File: config.mk
export PLATFORM = sky130hd
export DESIGN_NAME = step_generator
export DESIGN_NICKNAME = d
export VERILOG_FILES = /design/src/rtl/step_generator.sv
export SDC_FILE = /design/constraint.sdc
export NUM_CORES = 1
export LEC_CHECK = 0
export ABC_AREA = 1
export BUFFER_PORTS_ARGS = -buffer_cell sky130_fd_sc_hd__buf_2
export CAP_MARGIN = 30
export CELL_PAD_IN_SITES_DETAIL_PLACEMENT = 1
export CELL_PAD_IN_SITES_GLOBAL_PLACEMENT = 2
export CORE_ASPECT_RATIO = 1.4
export CORE_MARGIN = 10
export CORE_UTILIZATION = 36
export CTS_CLUSTER_SIZE = 16
export DETAILED_ROUTE_END_ITERATION = 8
export PLACE_DENSITY = 0.83
export SYNTH_ARGS = -nofsm -noshare
export SYNTH_HDL_FRONTEND = slang
export SYNTH_SLANG_ARGS = --single-unit
File: constraint.sdc
create_clock -name Clock -period 8.3 [get_ports Clock]
set_clock_uncertainty 0.05 [all_clocks]
set_input_delay 0.415 -clock Clock [delete_from_list [all_inputs] [get_ports Clock]]
set_output_delay 0.415 -clock Clock [all_outputs]
set_load 0.01 [all_outputs]
File: src/rtl/step_generator.sv
`timescale 1ns/1ps
// Tempo-driven step sequencer clock.
// A 32-bit phase accumulator advances by the clamped tempo every clock in RUN
// and produces step events. Each event becomes a fixed-width Step pulse
// followed by an equally long low gap. At most one event can wait behind a
// busy pulse. Any further event is dropped and recorded in a sticky Overrun
// flag.
module step_generator #(
    parameter int CLK_HZ         = 50000000,
    parameter int STEPS_PER_BEAT = 4,
    parameter int STEPS_PER_LOOP = 12,
    parameter int STEP_HIGH      = 4
) (
    input  logic       Clock,
    input  logic       nReset,
    input  logic       Play,
    input  logic       Pause,
    input  logic [8:0] Bpm,
    output logic       Step,
    output logic [3:0] StepIndex,
    output logic       Downbeat,
    output logic       Overrun
);

    // Compute the threshold in 64 bits so that CLK_HZ*60 cannot overflow
    // before the division.
    localparam logic [63:0] THRESH_WIDE = 64'(CLK_HZ) * 64'd60 / 64'(STEPS_PER_BEAT);
    localparam logic [31:0] THRESH      = THRESH_WIDE[31:0];

    // The pulse timer counts one full high-plus-gap window. While the value is
    // above STEP_HIGH, Step is in its high half.
    localparam int              CNT_W      = $clog2(2 * STEP_HIGH + 1);
    localparam logic [CNT_W-1:0] CNT_FULL  = CNT_W'(2 * STEP_HIGH);
    localparam logic [CNT_W-1:0] CNT_HIGH  = CNT_W'(STEP_HIGH);
    localparam logic [CNT_W-1:0] CNT_ONE   = CNT_W'(1);
    localparam logic [CNT_W-1:0] CNT_ZERO  = '0;

    localparam logic [3:0] LAST_INDEX = 4'(STEPS_PER_LOOP - 1);
    localparam logic [8:0] BPM_MAX    = 9'd300;

    typedef enum logic [1:0] {
        ST_IDLE   = 2'd0,
        ST_RUN    = 2'd1,
        ST_PAUSED = 2'd2
    } state_t;

    state_t           state_q, state_d;
    logic [31:0]      acc_q, acc_d;
    logic             pend_q, pend_d;
    logic [CNT_W-1:0] cnt_q, cnt_d;
    logic             step_q, step_d;
    logic [3:0]       index_q, index_d;
    logic             downbeat_q, downbeat_d;
    logic             overrun_q, overrun_d;

    logic [8:0]       bpm_eff;
    logic [32:0]      acc_sum;
    logic             acc_hit;
    logic             pulse_free;
    logic [CNT_W-1:0] cnt_decay;

    // Clamp the tempo and precompute the accumulator sum. The sum uses 33 bits
    // so the threshold compare stays exact for any THRESH.
    always_comb begin
        bpm_eff    = (Bpm > BPM_MAX) ? BPM_MAX : Bpm;
        acc_sum    = {1'b0, acc_q} + {24'd0, bpm_eff};
        acc_hit    = (acc_sum >= {1'b0, THRESH});
        // A new rise may be launched once the timer is in the final gap clock
        // or has already expired.
        pulse_free = (cnt_q <= CNT_ONE);
        cnt_decay  = (cnt_q != CNT_ZERO) ? (cnt_q - CNT_ONE) : CNT_ZERO;
    end

    // Compute the next state, accumulator, pulse scheduling and registered
    // output values.
    always_comb begin
        logic issue;
        logic entry;
        logic event_hit;
        logic clear;

        state_d    = state_q;
        acc_d      = acc_q;
        pend_d     = pend_q;
        cnt_d      = cnt_decay;
        index_d    = index_q;
        overrun_d  = overrun_q;
        step_d     = 1'b0;
        downbeat_d = 1'b0;
        issue      = 1'b0;
        entry      = 1'b0;
        event_hit  = 1'b0;
        clear      = 1'b0;

        case (state_q)
            ST_IDLE: begin
                if (Play) begin
                    // Entry step: a fresh loop starts with an immediate pulse
                    // at index 0.
                    state_d = ST_RUN;
                    acc_d   = '0;
                    pend_d  = 1'b0;
                    issue   = 1'b1;
                    entry   = 1'b1;
                end else begin
                    clear = 1'b1;
                end
            end

            ST_RUN: begin
                if (!Play) begin
                    // Stopping takes priority over Pause and over any event
                    // in this cycle.
                    state_d = ST_IDLE;
                    clear   = 1'b1;
                end else begin
                    if (acc_hit) begin
                        acc_d     = acc_sum[31:0] - THRESH;
                        event_hit = 1'b1;
                    end else begin
                        acc_d = acc_sum[31:0];
                    end

                    if (Pause) begin
                        state_d = ST_PAUSED;
                    end

                    if (pulse_free && pend_q) begin
                        // Launch the waiting pulse first. An event in this
                        // cycle takes its place in the pending slot.
                        issue  = 1'b1;
                        pend_d = event_hit;
                    end else if (pulse_free && event_hit) begin
                        issue = 1'b1;
                    end else if (event_hit) begin
                        if (pend_q) begin
                            overrun_d = 1'b1;
                        end else begin
                            pend_d = 1'b1;
                        end
                    end
                end
            end

            ST_PAUSED: begin
                // Hold the tempo phase and any pending pulse. A running pulse
                // still completes through the timer decay.
                if (!Play) begin
                    state_d = ST_IDLE;
                    clear   = 1'b1;
                end else if (!Pause) begin
                    state_d = ST_RUN;
                end
            end

            default: begin
                state_d = ST_IDLE;
                clear   = 1'b1;
            end
        endcase

        if (clear) begin
            acc_d   = '0;
            pend_d  = 1'b0;
            cnt_d   = CNT_ZERO;
            index_d = 4'd0;
        end

        if (issue) begin
            cnt_d = CNT_FULL;
            if (entry || (index_q == LAST_INDEX)) begin
                index_d = 4'd0;
            end else begin
                index_d = index_q + 4'd1;
            end
        end

        step_d     = (cnt_d > CNT_HIGH);
        downbeat_d = (state_d != ST_IDLE) && (index_d == 4'd0);
    end

    // Register all state and outputs. Reset is synchronous and active-low.
    always_ff @(posedge Clock) begin
        if (!nReset) begin
            state_q    <= ST_IDLE;
            acc_q      <= '0;
            pend_q     <= 1'b0;
            cnt_q      <= CNT_ZERO;
            step_q     <= 1'b0;
            index_q    <= 4'd0;
            downbeat_q <= 1'b0;
            overrun_q  <= 1'b0;
        end else begin
            state_q    <= state_d;
            acc_q      <= acc_d;
            pend_q     <= pend_d;
            cnt_q      <= cnt_d;
            step_q     <= step_d;
            index_q    <= index_d;
            downbeat_q <= downbeat_d;
            overrun_q  <= overrun_d;
        end
    end

    assign Step      = step_q;
    assign StepIndex = index_q;
    assign Downbeat  = downbeat_q;
    assign Overrun   = overrun_q;

endmodule

==> results.py <==
metrics = {
    "pwr": {
        "switchingPower_uw": 150,
        "powerDensity_mw_per_mm2": 102,
        "power_frac_clock_pct": 43.6,
        "power_uw": 508,
        "pwr-share-seq_pct": 44.7,
        "internal_power_uw": 359,
        "p_comb_share_pct": 11.8,
        "power.leakage_uw": 0.00223,
        "p_sw_share_pct": 29.5,
        "ir_drop_uv": 65.7,
    },
    "clock_tree": {
        "clk_pin_slew_worst_paths_ns": 0.07,
        "cts_max_level": 2,
        "clkSinkCount": 46,
        "clockRootBuffer": "clkbuf_16",
        "numCtsBuffers": 5,
        "cts_setup_buffers": 0,
        "clockBufferDepth": 2,
        "post_cts_resized": 0,
        "ctsHoldBuffers": 0,
        "cts_tree": "done",
        "clkLatencyLatePin_ns": 0.31,
    },
    "timing": {
        "report.final.slew_viol_count": 0,
        "slew_headroom_pct": 59.1,
        "holdWs_ns": 0.304,
        "worst_pin_slew_ns": 0.612,
        "fin_crit_sh_pct": 53.4,
        "rsz0062_at_grt": "no",
        "min_period_ns": 4.43,
        "setup_viol": 0,
        "setup_tns_ns": 0,
        "hold_violations": 0,
        "max_freq_ghz": 0.226,
    },
    "worst_setup_path": {
        "cp_top_family": "simple AND/OR/NAND/NOR gates",
        "critPathBufInv": 4,
        "crit_fanout": 31,
        "cp.arrival_ns": 4.56,
        "crit_type": "input pin to register",
        "cp_common_cell": "a21oi_1",
        "max_stage_delay_ns": 0.45,
        "worstPathRequired_ns": 8.43,
        "crit_slowest_cell": "xor2_1",
        "start_kind": "input pin",
        "endpoint_kind": "register",
    },
    "synthesis": {
        "ys_ff_latch": 46,
        "synth.distinct_cells": 41,
        "async_reset_ff_share_pct": 0,
        "netlist_area_mm2": 0.00462,
        "synth-seq-area-share_pct": 19.9,
        "synth_warnings": 0,
        "synth_edf_count": 0,
        "post_synth.cell_area_avg_um2": 5.73,
        "synth.net_count": 831,
        "ys.flop_type": "dfxtp_1",
        "syn_inst": 806,
    },
    "run_status": {
        "outcome": "finished, final reports clean",
    },
    "die": {
        "fp.dieArea_mm2": 0.0178,
        "die_x_um": 116,
        "dieHeight_um": 154,
        "placement_rows": 48,
        "start_util_pct": 37.2,
        "ios": 20,
        "core_mm2": 0.0124,
    },
    "detailed_routing": {
        "postRouteAntennaNets": 0,
        "wl_per_cell_um": 17.4,
        "wl_um": 16900,
        "avgViaCountPerCell": 5.28,
        "num_vias": 5135,
        "drc": 0,
        "dr.pass1.iters": 4,
        "dr.first_iter.drc_count": 172,
    },
    "finish": {
        "fill_cells": 1763,
        "diodes": 0,
        "area_delta_synth_final_pct": 8.26,
        "nets": 846,
        "layoutNonFillerInstCount": 972,
        "drive_gt1_share_pct": 14.5,
    },
    "grt": {
        "grt_overflow": 0,
        "grt_pass1_vias": 5514,
        "antenna_found_initial": 0,
        "grt_pass1_wl_um": 27400,
        "gr-usage-all-layers_pct": 19.3,
        "grt_start_max_net_pins": 32,
    },
    "place": {
        "hpwl_um": 14100,
        "routabilityCongestion": 0.891,
        "io_buffers": 19,
        "dp_cells": 964,
    },
    "worst_hold_path": {
        "hold_class": "input pin to register",
    },
    "flow_run": {
        "max_cap_violations": 0,
    },
}
==> metrics by stage <==
| step | cell area (um^2) | setup slack [ns] | util (%) |
|---|---|---|---|
| floorplan | 4620 | 4.46 | - |
| global placement | 4850 | 3.67 | 39.0 |
| detailed placement | 4850 | 3.53 | 39.0 |
| CTS | 5000 | 3.83 | 40.2 |
| global route | 5000 | 3.31 | 40.2 |
| finish | 5000 | 3.87 | 40.2 |
==> logic make-up (layout without fill, tap and decap cells) <==
family	Yosys count	in the layout	synth area share [%]
simple gates	521	521	53.4
buf+inv	131	147	11.2
compound gates	86	86	10.2
flops	46	46	19.9
fa+ha+maj	12	12	3.41
xor+xnor	10	10	1.90
==> cells in the final DEF, fill, tap and decap left out, drive strengths merged, types with 16 or more instances in the layout <==
cell	n
nand3	92
buf	22
o21ai	25
nand4	16
inv	116
a21oi	48
dfxtp	46
nand2	279
nor2	100
nor3	17
==> power groups by stage <==
stage          Clock [uW]  Combinational (uW)  Sequential [uW]
6_report              222                59.9              227
5_1_grt               237                68.3              228
4_1_cts               229                60.8              227
3_5_place_dp            0                60.6              232
3_3_place_gp            0                59.3              232
2_1_floorplan           0                40.6              232
==> cell type report <==
cell class | instances | area [um^2] | area share, %
clock buffers | 5 | 125 | 2.50
repair buffers | 22 | 118 | 2.35
inverters | 117 | 439 | 8.78
well taps | 150 | 188 | 3.75
clock inverters | 3 | 28.8 | 0.575
flip-flops and latches | 46 | 921 | 18.4
multi-input cells | 629 | 3180 | 63.6
==> worst paths after layout <==
| check | slack (ns) | cells past startpoint | start | to |
|---|---|---|---|---|
| setup / recovery | 3.87 | 25 | Bpm[0] | acc_q[10] |
| setup reg to reg | 4.53 | 24 | acc_q[0] | acc_q[10] |
| hold reg to reg | 0.41 | 2 | Overrun | Overrun |
| hold / removal | 0.30 | 3 | nReset | cnt_q[3] |
==> routing by layer <==
metal  routed length (um)  part of all wire [%]  vias up  track usage, %
met1                 6510                    39     2418            20.0
met4                  816                   4.8        0            9.98
li1                     -                     -     2607               -
met2                 9180                    54       76            36.7
met5                    0                     0        -               0
met3                  372                   2.2       34            2.02
==> sequential cells by signal, summed over array words and instances, names as in the netlist <==
register	count
Downbeat	1
Overrun	1
Step	1
StepIndex	4
acc_q	32
cnt_q	4
pend_q	1
state_q	2
==> worst min-delay path, stage by stage <==
cell     delay, ns
buf_2         0.10
nand2_1       0.07
inv_1         0.04
==> synth_stat cells, drive strengths merged (3+ instances only) <==
| master | instances | share of area [%] |
|---|---|---|
| or2 | 8 | 1.1 |
| nor2 | 100 | 10 |
| dfxtp | 46 | 20 |
| clkbuf | 9 | 0.73 |
| o21ai | 25 | 2.9 |
| nand3b | 6 | 0.98 |
| inv | 114 | 9.3 |
| nand4 | 16 | 2.2 |
| xor2 | 5 | 0.95 |
| ha | 11 | 3.0 |
| nor3 | 17 | 2.3 |
| nand2 | 279 | 25 |
| nand3 | 92 | 12 |
| o21bai | 4 | 0.65 |
| xnor2 | 5 | 0.95 |
| buf | 5 | 0.95 |
| a21oi | 48 | 5.2 |
| clkinv | 3 | 0.24 |
Note: power is estimated with default switching activity, not from simulation.
